`src/rtl/color_apply_engine.sv`:
```
// Queued color-property resolver: resolves ident/rgb requests into
// registered regular and visited style colors, with an external keyword LUT.
module color_apply_engine #(
    parameter int NUM_PROPS  = 4,
    parameter int FIFO_DEPTH = 4,
    parameter int COLOR_W    = 32
) (
    input  logic                           clk,
    input  logic                           reset,
    input  logic                           req_valid,
    output logic                           req_ready,
    input  logic [$clog2(NUM_PROPS)-1:0]   req_prop,
    input  logic                           req_is_ident,
    input  logic                           req_is_rgb,
    input  logic [9:0]                     req_ident,
    input  logic [COLOR_W-1:0]             req_rgb,
    input  logic                           req_apply_regular,
    input  logic                           req_apply_visited,
    input  logic                           req_inherit_current,
    input  logic [NUM_PROPS*COLOR_W-1:0]   parent_color,
    input  logic [NUM_PROPS-1:0]           parent_valid,
    input  logic                           is_link_element,
    input  logic [COLOR_W-1:0]             doc_text,
    input  logic [COLOR_W-1:0]             doc_link,
    input  logic [COLOR_W-1:0]             doc_visited_link,
    input  logic [COLOR_W-1:0]             doc_active_link,
    input  logic [9:0]                     id_currentcolor,
    input  logic [9:0]                     id_webkit_text,
    input  logic [9:0]                     id_webkit_link,
    input  logic [9:0]                     id_webkit_activelink,
    output logic                           lut_req_valid,
    output logic [9:0]                     lut_ident,
    input  logic                           lut_resp_valid,
    input  logic [COLOR_W-1:0]             lut_color,
    output logic [NUM_PROPS*COLOR_W-1:0]   color_out,
    output logic [NUM_PROPS*COLOR_W-1:0]   visited_color_out,
    output logic                           busy
);

    localparam int PW = $clog2(NUM_PROPS);
    localparam int AW = $clog2(FIFO_DEPTH);

    typedef struct packed {
        logic [PW-1:0]      prop;
        logic               isIdent;
        logic               isRgb;
        logic [9:0]         ident;
        logic [COLOR_W-1:0] rgb;
        logic               applyReg;
        logic               applyVis;
        logic               inherit;
    } req_t;

    typedef enum logic [1:0] {
        IDLE,
        RESOLVE,
        LUT_WAIT
    } state_t;

    state_t state;
    state_t stateNext;

    req_t   fifoMem [FIFO_DEPTH];
    req_t   reqIn;
    req_t   work;

    logic [AW-1:0] wrPtr;
    logic [AW-1:0] rdPtr;
    logic [AW:0]   count;
    logic          full;
    logic          pushEn;
    logic          popEn;

    logic [NUM_PROPS-1:0][COLOR_W-1:0] colorQ;
    logic [NUM_PROPS-1:0][COLOR_W-1:0] visQ;
    logic [NUM_PROPS-1:0][COLOR_W-1:0] parentArr;

    logic               lutReqQ;
    logic [9:0]         lutIdentQ;
    logic               isCur;
    logic               doWrite;
    logic               needLut;
    logic [COLOR_W-1:0] regVal;
    logic [COLOR_W-1:0] visVal;
    logic               wrEn;
    logic [COLOR_W-1:0] wrReg;
    logic [COLOR_W-1:0] wrVis;

    assign reqIn = '{
        prop:     req_prop,
        isIdent:  req_is_ident,
        isRgb:    req_is_rgb,
        ident:    req_ident,
        rgb:      req_rgb,
        applyReg: req_apply_regular,
        applyVis: req_apply_visited,
        inherit:  req_inherit_current
    };

    assign full      = (count == (AW+1)'(FIFO_DEPTH));
    assign req_ready = !full;
    assign pushEn    = req_valid && !full;
    assign popEn     = (state == IDLE) && (count != '0);
    assign busy      = (count != '0) || (state != IDLE);

    assign parentArr         = parent_color;
    assign color_out         = colorQ;
    assign visited_color_out = visQ;
    assign lut_req_valid     = lutReqQ;
    assign lut_ident         = lutIdentQ;

    assign isCur = work.isIdent && (work.ident == id_currentcolor);

    // Priority resolution of the working request into regular/visited values
    always_comb begin
        regVal  = '0;
        visVal  = '0;
        doWrite = 1'b0;
        needLut = 1'b0;
        if (isCur && work.inherit) begin
            doWrite = 1'b1;
            regVal  = parent_valid[work.prop] ? parentArr[work.prop] : '0;
            visVal  = regVal;
        end else if (isCur) begin
            doWrite = 1'b1;
            regVal  = colorQ[0];
            visVal  = visQ[0];
        end else if (work.isIdent && work.ident == id_webkit_text) begin
            doWrite = 1'b1;
            regVal  = doc_text;
            visVal  = doc_text;
        end else if (work.isIdent && work.ident == id_webkit_link) begin
            doWrite = 1'b1;
            regVal  = doc_link;
            visVal  = is_link_element ? doc_visited_link : doc_link;
        end else if (work.isIdent && work.ident == id_webkit_activelink) begin
            doWrite = 1'b1;
            regVal  = doc_active_link;
            visVal  = doc_active_link;
        end else if (work.isIdent) begin
            needLut = 1'b1;
        end else if (work.isRgb) begin
            doWrite = 1'b1;
            regVal  = work.rgb;
            visVal  = work.rgb;
        end
    end

    always_comb begin
        stateNext = state;
        wrEn      = 1'b0;
        wrReg     = regVal;
        wrVis     = visVal;
        unique case (state)
            IDLE: begin
                if (count != '0) stateNext = RESOLVE;
            end
            RESOLVE: begin
                wrEn      = doWrite;
                stateNext = needLut ? LUT_WAIT : IDLE;
            end
            LUT_WAIT: begin
                wrReg = lut_color;
                wrVis = lut_color;
                if (lut_resp_valid) begin
                    wrEn      = 1'b1;
                    stateNext = IDLE;
                end
            end
            default: stateNext = IDLE;
        endcase
    end

    always_ff @(posedge clk or negedge reset) begin
        if (!reset) state <= IDLE;
        else        state <= stateNext;
    end

    always_ff @(posedge clk) begin
        if (pushEn) fifoMem[wrPtr] <= reqIn;
    end

    always_ff @(posedge clk or negedge reset) begin
        if (!reset) begin
            wrPtr <= '0;
            rdPtr <= '0;
            count <= '0;
            work  <= '0;
        end else begin
            if (pushEn) wrPtr <= wrPtr + 1'b1;
            if (popEn) begin
                rdPtr <= rdPtr + 1'b1;
                work  <= fifoMem[rdPtr];
            end
            if (pushEn && !popEn)      count <= count + 1'b1;
            else if (popEn && !pushEn) count <= count - 1'b1;
        end
    end

    always_ff @(posedge clk or negedge reset) begin
        if (!reset) begin
            lutReqQ   <= 1'b0;
            lutIdentQ <= '0;
        end else if (state == RESOLVE && needLut) begin
            lutReqQ   <= 1'b1;
            lutIdentQ <= work.ident;
        end else if (state == LUT_WAIT && lut_resp_valid) begin
            lutReqQ   <= 1'b0;
        end
    end

    always_ff @(posedge clk or negedge reset) begin
        if (!reset) begin
            colorQ <= '0;
            visQ   <= '0;
        end else if (wrEn) begin
            if (work.applyReg) colorQ[work.prop] <= wrReg;
            if (work.applyVis) visQ[work.prop]   <= wrVis;
        end
    end

endmodule

```
`config.mk`:
```
export PLATFORM = sky130hd
export DESIGN_NAME = color_apply_engine
export DESIGN_NICKNAME = d
export VERILOG_FILES = /design/src/rtl/color_apply_engine.sv
export SDC_FILE = /design/constraint.sdc
export NUM_CORES = 1
export LEC_CHECK = 0
export BUFFER_PORTS_ARGS = -buffer_cell sky130_fd_sc_hd__buf_2
export CORE_AREA = 2 2 257 259
export DETAILED_ROUTE_END_ITERATION = 8
export DIE_AREA = 0 0 259 261
export PLACE_DENSITY = 0.7
export SETUP_SLACK_MARGIN = 0.15
export SLEW_MARGIN = 0
export SYNTH_ARGS = -nofsm -noshare
export SYNTH_HDL_FRONTEND = slang
export SYNTH_SLANG_ARGS = --single-unit
export TNS_END_PERCENT = 30
```
`constraint.sdc`:
```
create_clock -name clk -period 2.6 [get_ports clk]
set_input_delay 0 -clock clk [delete_from_list [all_inputs] [get_ports clk]]
set_output_delay 0 -clock clk [all_outputs]
set_load 0.01 [all_outputs]
```
# Yosys cells after proc, flatten, opt, wreduce, memory -nomap -nowiden
# Memory sizes are Yosys's and may differ from the RTL's. A register that Yosys moved wholly into a read port is not among the register bits.
# Index checks and enable logic that the tools add are counted.
dict set report word_totals {
  regBits 276
  out_inout_bits 269
  mem_count 1
  ramBits 196
}
# name words width read_ports rd_ports_with_merged_regs write_ports line_no
set mem_list {}
lappend mem_list {fifoMem 4 49 1 1 1 63} ;# req_t fifoMem [FIFO_DEPTH];
dict set report op_classes {
  n_reduce_logical 25
  addsub 4
  mux 48
  n_eq_ne 9
  magnitude_cmp 2
}
# cell n
set op_table {}
lappend op_table {{32-bit 2-to-1 mux} 17}
lappend op_table {{128-bit bitwise mux} 2}
lappend op_table {{32-bit binary-select mux with 2-bit select} 1}
lappend op_table {{32-bit demux with 2-bit select} 1}
lappend op_table {{10-bit equality test} 4}
lappend op_table {{1-bit 2-to-1 mux} 19}
lappend op_table {{1-bit logical AND} 12}
lappend op_table {{2-bit 2-to-1 mux} 3}
lappend op_table {{3-bit 2-to-1 mux} 2}
lappend op_table {{2-bit one-hot mux with 3 select lines} 1}
lappend op_table {{2-bit AND reduction} 3}
lappend op_table {{2-bit nonzero test} 3}
lappend op_table {{2-bit by 1-bit adder with 2-bit output (second input constant)} 2}
lappend op_table {{1-bit zero test} 4}
lappend op_table {{3-bit by 1-bit adder with 3-bit output (second input constant)} 1}
lappend op_table {{3-bit equality test (second input constant)} 1}
lappend op_table {{2-bit by 3-bit < comparator with 1-bit output (second input constant)} 1}
lappend op_table {{3-bit nonzero test} 1}
lappend op_table {{3-bit by 1-bit subtractor with 3-bit output (second input constant)} 1}
lappend op_table {{1-bit binary-select mux with 2-bit select} 1}
lappend op_table {{2-bit by 1-bit equality test with 1-bit output (second input constant)} 1}
lappend op_table {{2-bit equality test (second input constant)} 1}
lappend op_table {{2-bit by 1-bit >= comparator with 1-bit output (second input constant)} 1}
lappend op_table {{2-bit zero test} 1}
lappend op_table {{4 further kinds} 4}

# Logic depth before layout (Yosys ltp)
dict set report logic_depth {
  word_depth 9
  ltp_mapped 11
  depth_no_buf 9
}

# Worst setup path before layout
# No wires, ideal clock.
dict set report synth_path {
  path_type {flip-flop to flip-flop}
  startpoint {register, netlist name work[42]}
  endpoint {register colorQ, in the netlist color_out[100]}
  n_path_buf 2
  arrival_ps 2537
  t_required_ps 2475
  path_slack_ps -62
  path_stages_with_launch 10
  cell_sequence {dfrtp_1 > buf_6 > xor2_1 > nor4_4 > nand3_1 > and2_4 > a31oi_4 > o2111ai_4 > buf_6 > mux2_4}
}
dict set report synth_via {
  elab_chain_cells 9
  word_cells_on_any_way 23
  cone_classes {eq/ne: 4; mux: 13; reduce/logical: 6}
}
# item line_no
set synth_lines {}
lappend synth_lines {{10-bit equality test} 136} ;# end else if (work.isIdent && work.ident == id_webkit_activelink) begin
lappend synth_lines {{1-bit logical AND} 136}
lappend synth_lines {{1-bit 2-to-1 mux / 32-bit 2-to-1 mux (equally long branches)} 136}
lappend synth_lines {{1-bit 2-to-1 mux / 32-bit 2-to-1 mux (equally long branches)} 132} ;# end else if (work.isIdent && work.ident == id_webkit_link) begin
lappend synth_lines {{1-bit 2-to-1 mux / 32-bit 2-to-1 mux (equally long branches)} 128} ;# end else if (work.isIdent && work.ident == id_webkit_text) begin
lappend synth_lines {{1-bit 2-to-1 mux / 32-bit 2-to-1 mux (equally long branches)} 124} ;# end else if (isCur) begin
lappend synth_lines {{1-bit 2-to-1 mux / 32-bit 2-to-1 mux (equally long branches)} 120} ;# if (isCur && work.inherit) begin
lappend synth_lines {{1-bit one-hot mux with 2 select lines / 32-bit 2-to-1 mux (equally long branches)} 154} ;# unique case (state)
lappend synth_lines {{2-bit AND reduction (no source line) / 128-bit bitwise mux (equally long branches)} n/a}
lappend synth_lines {{end signal: indexed assignment} 217} ;# if (work.applyReg) colorQ[work.prop] <= wrReg;
lappend synth_lines {{end: declaration} 74} ;# logic [NUM_PROPS-1:0][COLOR_W-1:0] colorQ;
# Parallel ways exist; a longest one is shown, timed or not.
# A chain may end at the register's enable or synchronous reset.

# Worst setup path after layout
dict set report layout_path {
  startpoint {register, netlist name work[36]}
  endpoint {register visQ, in the netlist visited_color_out[127]}
}
dict set report layout_via {
  elab_chain_cells 9
  word_cells_on_any_way 23
  cone_classes {eq/ne: 4; mux: 13; reduce/logical: 6}
}
# item line_no
set layout_lines {}
lappend layout_lines {{10-bit equality test} 136}
lappend layout_lines {{1-bit logical AND} 136}
lappend layout_lines {{1-bit 2-to-1 mux / 32-bit 2-to-1 mux (equally long branches)} 136}
lappend layout_lines {{1-bit 2-to-1 mux / 32-bit 2-to-1 mux (equally long branches)} 132}
lappend layout_lines {{1-bit 2-to-1 mux / 32-bit 2-to-1 mux (equally long branches)} 128}
lappend layout_lines {{1-bit 2-to-1 mux / 32-bit 2-to-1 mux (equally long branches)} 124}
lappend layout_lines {{1-bit 2-to-1 mux / 32-bit 2-to-1 mux (equally long branches)} 120}
lappend layout_lines {{1-bit one-hot mux with 2 select lines / 32-bit 2-to-1 mux (equally long branches)} 154}
lappend layout_lines {{2-bit AND reduction (no source line) / 128-bit bitwise mux (equally long branches)} n/a}
lappend layout_lines {{end signal: indexed assignment} 218} ;# if (work.applyVis) visQ[work.prop] <= wrVis;
lappend layout_lines {{end: declaration} 75} ;# logic [NUM_PROPS-1:0][COLOR_W-1:0] visQ;
# Parallel ways exist; a longest one is shown, timed or not.

==> results_dict.tcl <==
set metrics [dict create \
    cts_htree_levels 2 \
    routabilityCongestion 0.968 \
    clk_latency_ns 0.63 \
    clk_pin_slew_ns 0.06 \
    drtPass1Iterations 5 \
    seqPwrFrac_pct 33.3 \
    area_delta_synth_final_pct 44.6 \
    cp-end-kind "flip-flop" \
    ys_seq_elements 521 \
    drc 0 \
    grt_pass1_wl_um 143000 \
    wirelength_um 102000 \
    async_flop_share_pct 62.4 \
    syn_nets 2136 \
    nets 2993 \
    cp.required_ns 3.09 \
    layout_common_cells "buf_2 (653), dfrtp_1 (317), edfxtp_1 (196), nand2_1 (165), mux2_4 (163)" \
    pwr-share-comb_pct 43.2 \
    clk_path_buf_depth 3 \
    slowest_stage "dfrtp_2" \
    finalSetupViolations 256 \
    ys_types 48 \
    outcome "finished with violations" \
    rrSetupSlack_ns -0.16 \
    synth_warnings 0 \
    worst_ep_arrival_time_ns 3.25 \
    netlist_area_um2 24300 \
    holdPathStages 4 \
    fin_util_pct 54.0 \
    critPathKind "flip-flop to flip-flop" \
    yosys.area_share.xor_xnor_pct 1.66 \
    yosysSeqAreaShare_pct 57.7 \
    fin_hold_ws_ns -0.0214 \
    nFillCells 5378 \
    crit_start "work[36]" \
    wire_per_inst_um 29.1 \
    clock_sinks 521 \
    postRouteAntennaNets 0 \
    overflow 0 \
    synth_fa_ha_area_share_pct 0.495 \
    cts_tree "built" \
    cts_buffers 56 \
    rsz0062_at_grt "yes" \
    worst_pin_slew_ns 0.810 \
    yosys_most_used_dff "dfrtp_1" \
    hpwlAfterDp_um 76400 \
    violations "hold timing, setup timing" \
    worst-r2r-cell-count 13 \
    io_pins 655 \
    placement_rows 94 \
    slew_headroom_pct 46.0 \
    cap_viol_max_count 0 \
    critPathMaxStageDelay_ns 0.44 \
    synthCells 1741 \
    maxSlewViolCount 0 \
    grt_max_degree 68 \
    multi_input_area_um2 11300 \
    antenna_found_initial 20 \
    fp.dieH_um 261 \
    r2r-start "work[36]" \
    final_common_cell "buf_2" \
    total_power_w 0.0383 \
    vias 19700 \
    fin_crit_sh_pct 106 \
    internal_power_w 0.0244 \
    synth_compound_area_share_pct 10.2 \
    finalHoldViolCount 3 \
    tns_ns -21.86 \
    switching_power_w 0.0139 \
    hold_start "lut_color[11]" \
    syn_area_per_cell_um2 13.9 \
    switching_share_pct 36.3 \
    regArea_um2 14000 \
    holdPathEnd "visited_color_out[43]" \
    leakagePower_nw 16.7 \
    powerDensity_nw_per_um2 1090 \
    dieArea_um2 67600 \
    cp_max_fo 7 \
    worstPathCellList "buf_6 > xor2_2 > nor4_4 > buf_4 > nand3_2 > and2_4 > a31oi_4 > buf_12 > o2111ai_4 > buf_12 > buf_8 > buf_12 > mux2_4" \
    synth_edf_count 196 \
    final_layout_size_suffix_gt1_share_pct 53.6 \
    grt_pass1_vias 20000 \
    worst_slack_ns -0.160 \
    r2r_end "visited_color_out[127]" \
    core-area_um2 65000 \
    drt_iter0_drc 1569 \
    cts_root_buffer "clkbuf_16" \
    synth-simple-area-share_pct 5.49 \
    holdCritPathClass "input pin to flip-flop" \
    power_frac_clock_pct 23.5 \
    vdd_drop_max_mv 0.713 \
    synth_top_family_by_area "multiplexers" \
    crit_top_cell "buf_12" \
    fin_crit_ns 2.76 \
    start_util_pct 37.3 \
    io_buffer_count 654 \
    grtUsageTotal_pct 29.2 \
    fmax_ghz 0.362 \
    die_w_um 259 \
    synthMuxAreaShare_pct 21.6 \
    skew_ns 0.0231 \
    start_kind "flip-flop" \
    dp_slack_ns -0.553 \
    avgViaCountPerCell 5.61 \
]
-- layout make-up --
| cell class | count | share of cell area [%] |
|---|---|---|
| diodes | 12 | 0.0855 |
| well taps | 864 | 3.08 |
| clock buffers | 65 | 4.11 |
| inverters | 8 | 0.0855 |
| clock inverters | 36 | 1.84 |
| flip-flops and latches | 521 | 40.0 |
| multi-input cells | 1071 | 32.2 |
| repair buffers | 940 | 18.6 |
-- what timing repair did --
item	in CTS	in global routing
setup endpoints to repair	266	267
hold buffers	90	5
hold endpoints to repair	619	3
setup buffers	22	5
cloned	5	3
pin swaps	41	20
gates resized for setup	227	95
-- critical path, delay by kind of cell, from the launching register on --
| family | cells | cell delay (ns) |
|---|---|---|
| buffers and inverters | 6 | 0.90 |
| and+or+nand+nor | 3 | 0.50 |
| DFF | 1 | 0.44 |
| AOI/OAI and AO/OA | 2 | 0.32 |
| muxes | 1 | 0.30 |
| xor gates and xnor gates | 1 | 0.15 |
-- registers in the layout, indices dropped and copies added (netlist names), 2 cells and up --
name and cells:
lut_ident 10, visited_color_out 128, work 49, fifoMem 196
wrPtr 2, state 2, color_out 128, rdPtr 2
count 3
-- worst max path at each step --
stage	end	cells past startpoint
floorplan	color_out[100]	9
global placement	visited_color_out[115]	10
detailed placement	visited_color_out[115]	10
CTS	color_out[55]	12
global route	visited_color_out[85]	12
finish	visited_color_out[127]	13
-- synthesized netlist by cell type, drive strengths merged (3+ instances only) --
cell type  number  area share, %
a21o           64            2.0
a21oi          35           0.72
a221o          32            1.3
a31oi          63            1.7
and2            3          0.088
and3            7           0.18
buf            50            1.2
clkbuf         91            1.4
dfrtp         325             33
edfxtp        196             24
ha              8           0.41
inv             7           0.11
mux2          348             17
mux4           49            4.5
nand2         166            2.6
nand3          39           0.80
nand4          44            1.1
nor2            6          0.093
nor2b           4           0.10
nor4            4           0.25
o211ai         70            2.5
o22ai          63            1.6
xnor2          34            1.2
xor2           12           0.43
-- per-layer routing --
| metal | vias to the layer above | global-route usage [%] | routed length [µm] |
|---|---|---|---|
| met2 | 1005 | 47.8 | 48500 |
| met1 | 10000 | 37.3 | 39700 |
| met3 | 251 | 6.82 | 8800 |
| li1 | 8408 | - | - |
| met4 | 12 | 12.3 | 5210 |
| met5 | - | 0 | 83 |
-- per-stage QoR --
stage,cell area [µm²],cells
2_1_floorplan,24500,1741
3_3_place_gp,29900,3274
3_5_place_dp,29900,3274
4_1_cts,34400,3492
5_1_grt,35100,3511
6_report,35100,3517
-- cell families (layout without fill, tap and decap cells) --
logic type               after synthesis  in the layout
flip-flops                           521            521
multiplexers                         398            398
AO/OA/AOI/OAI                        335            335
AND/OR/NAND/NOR                      283            283
buffers and inverters                149           1049
XOR/XNOR                              46             46
adder cells (fa/ha/maj)                9              9
other                                  0             12
-- power by group through the flow --
stage | Sequential (W) | Clock (W) | Combinational, W
3_3_place_gp | 0.0127 | 0 | 0.0142
6_report | 0.0127 | 0.00898 | 0.0165
5_1_grt | 0.0130 | 0.00943 | 0.0175
2_1_floorplan | 0.0128 | 0 | 0.00775
4_1_cts | 0.0127 | 0.00912 | 0.0159
3_5_place_dp | 0.0128 | 0 | 0.0144
Power figures use the tool's default switching activity.
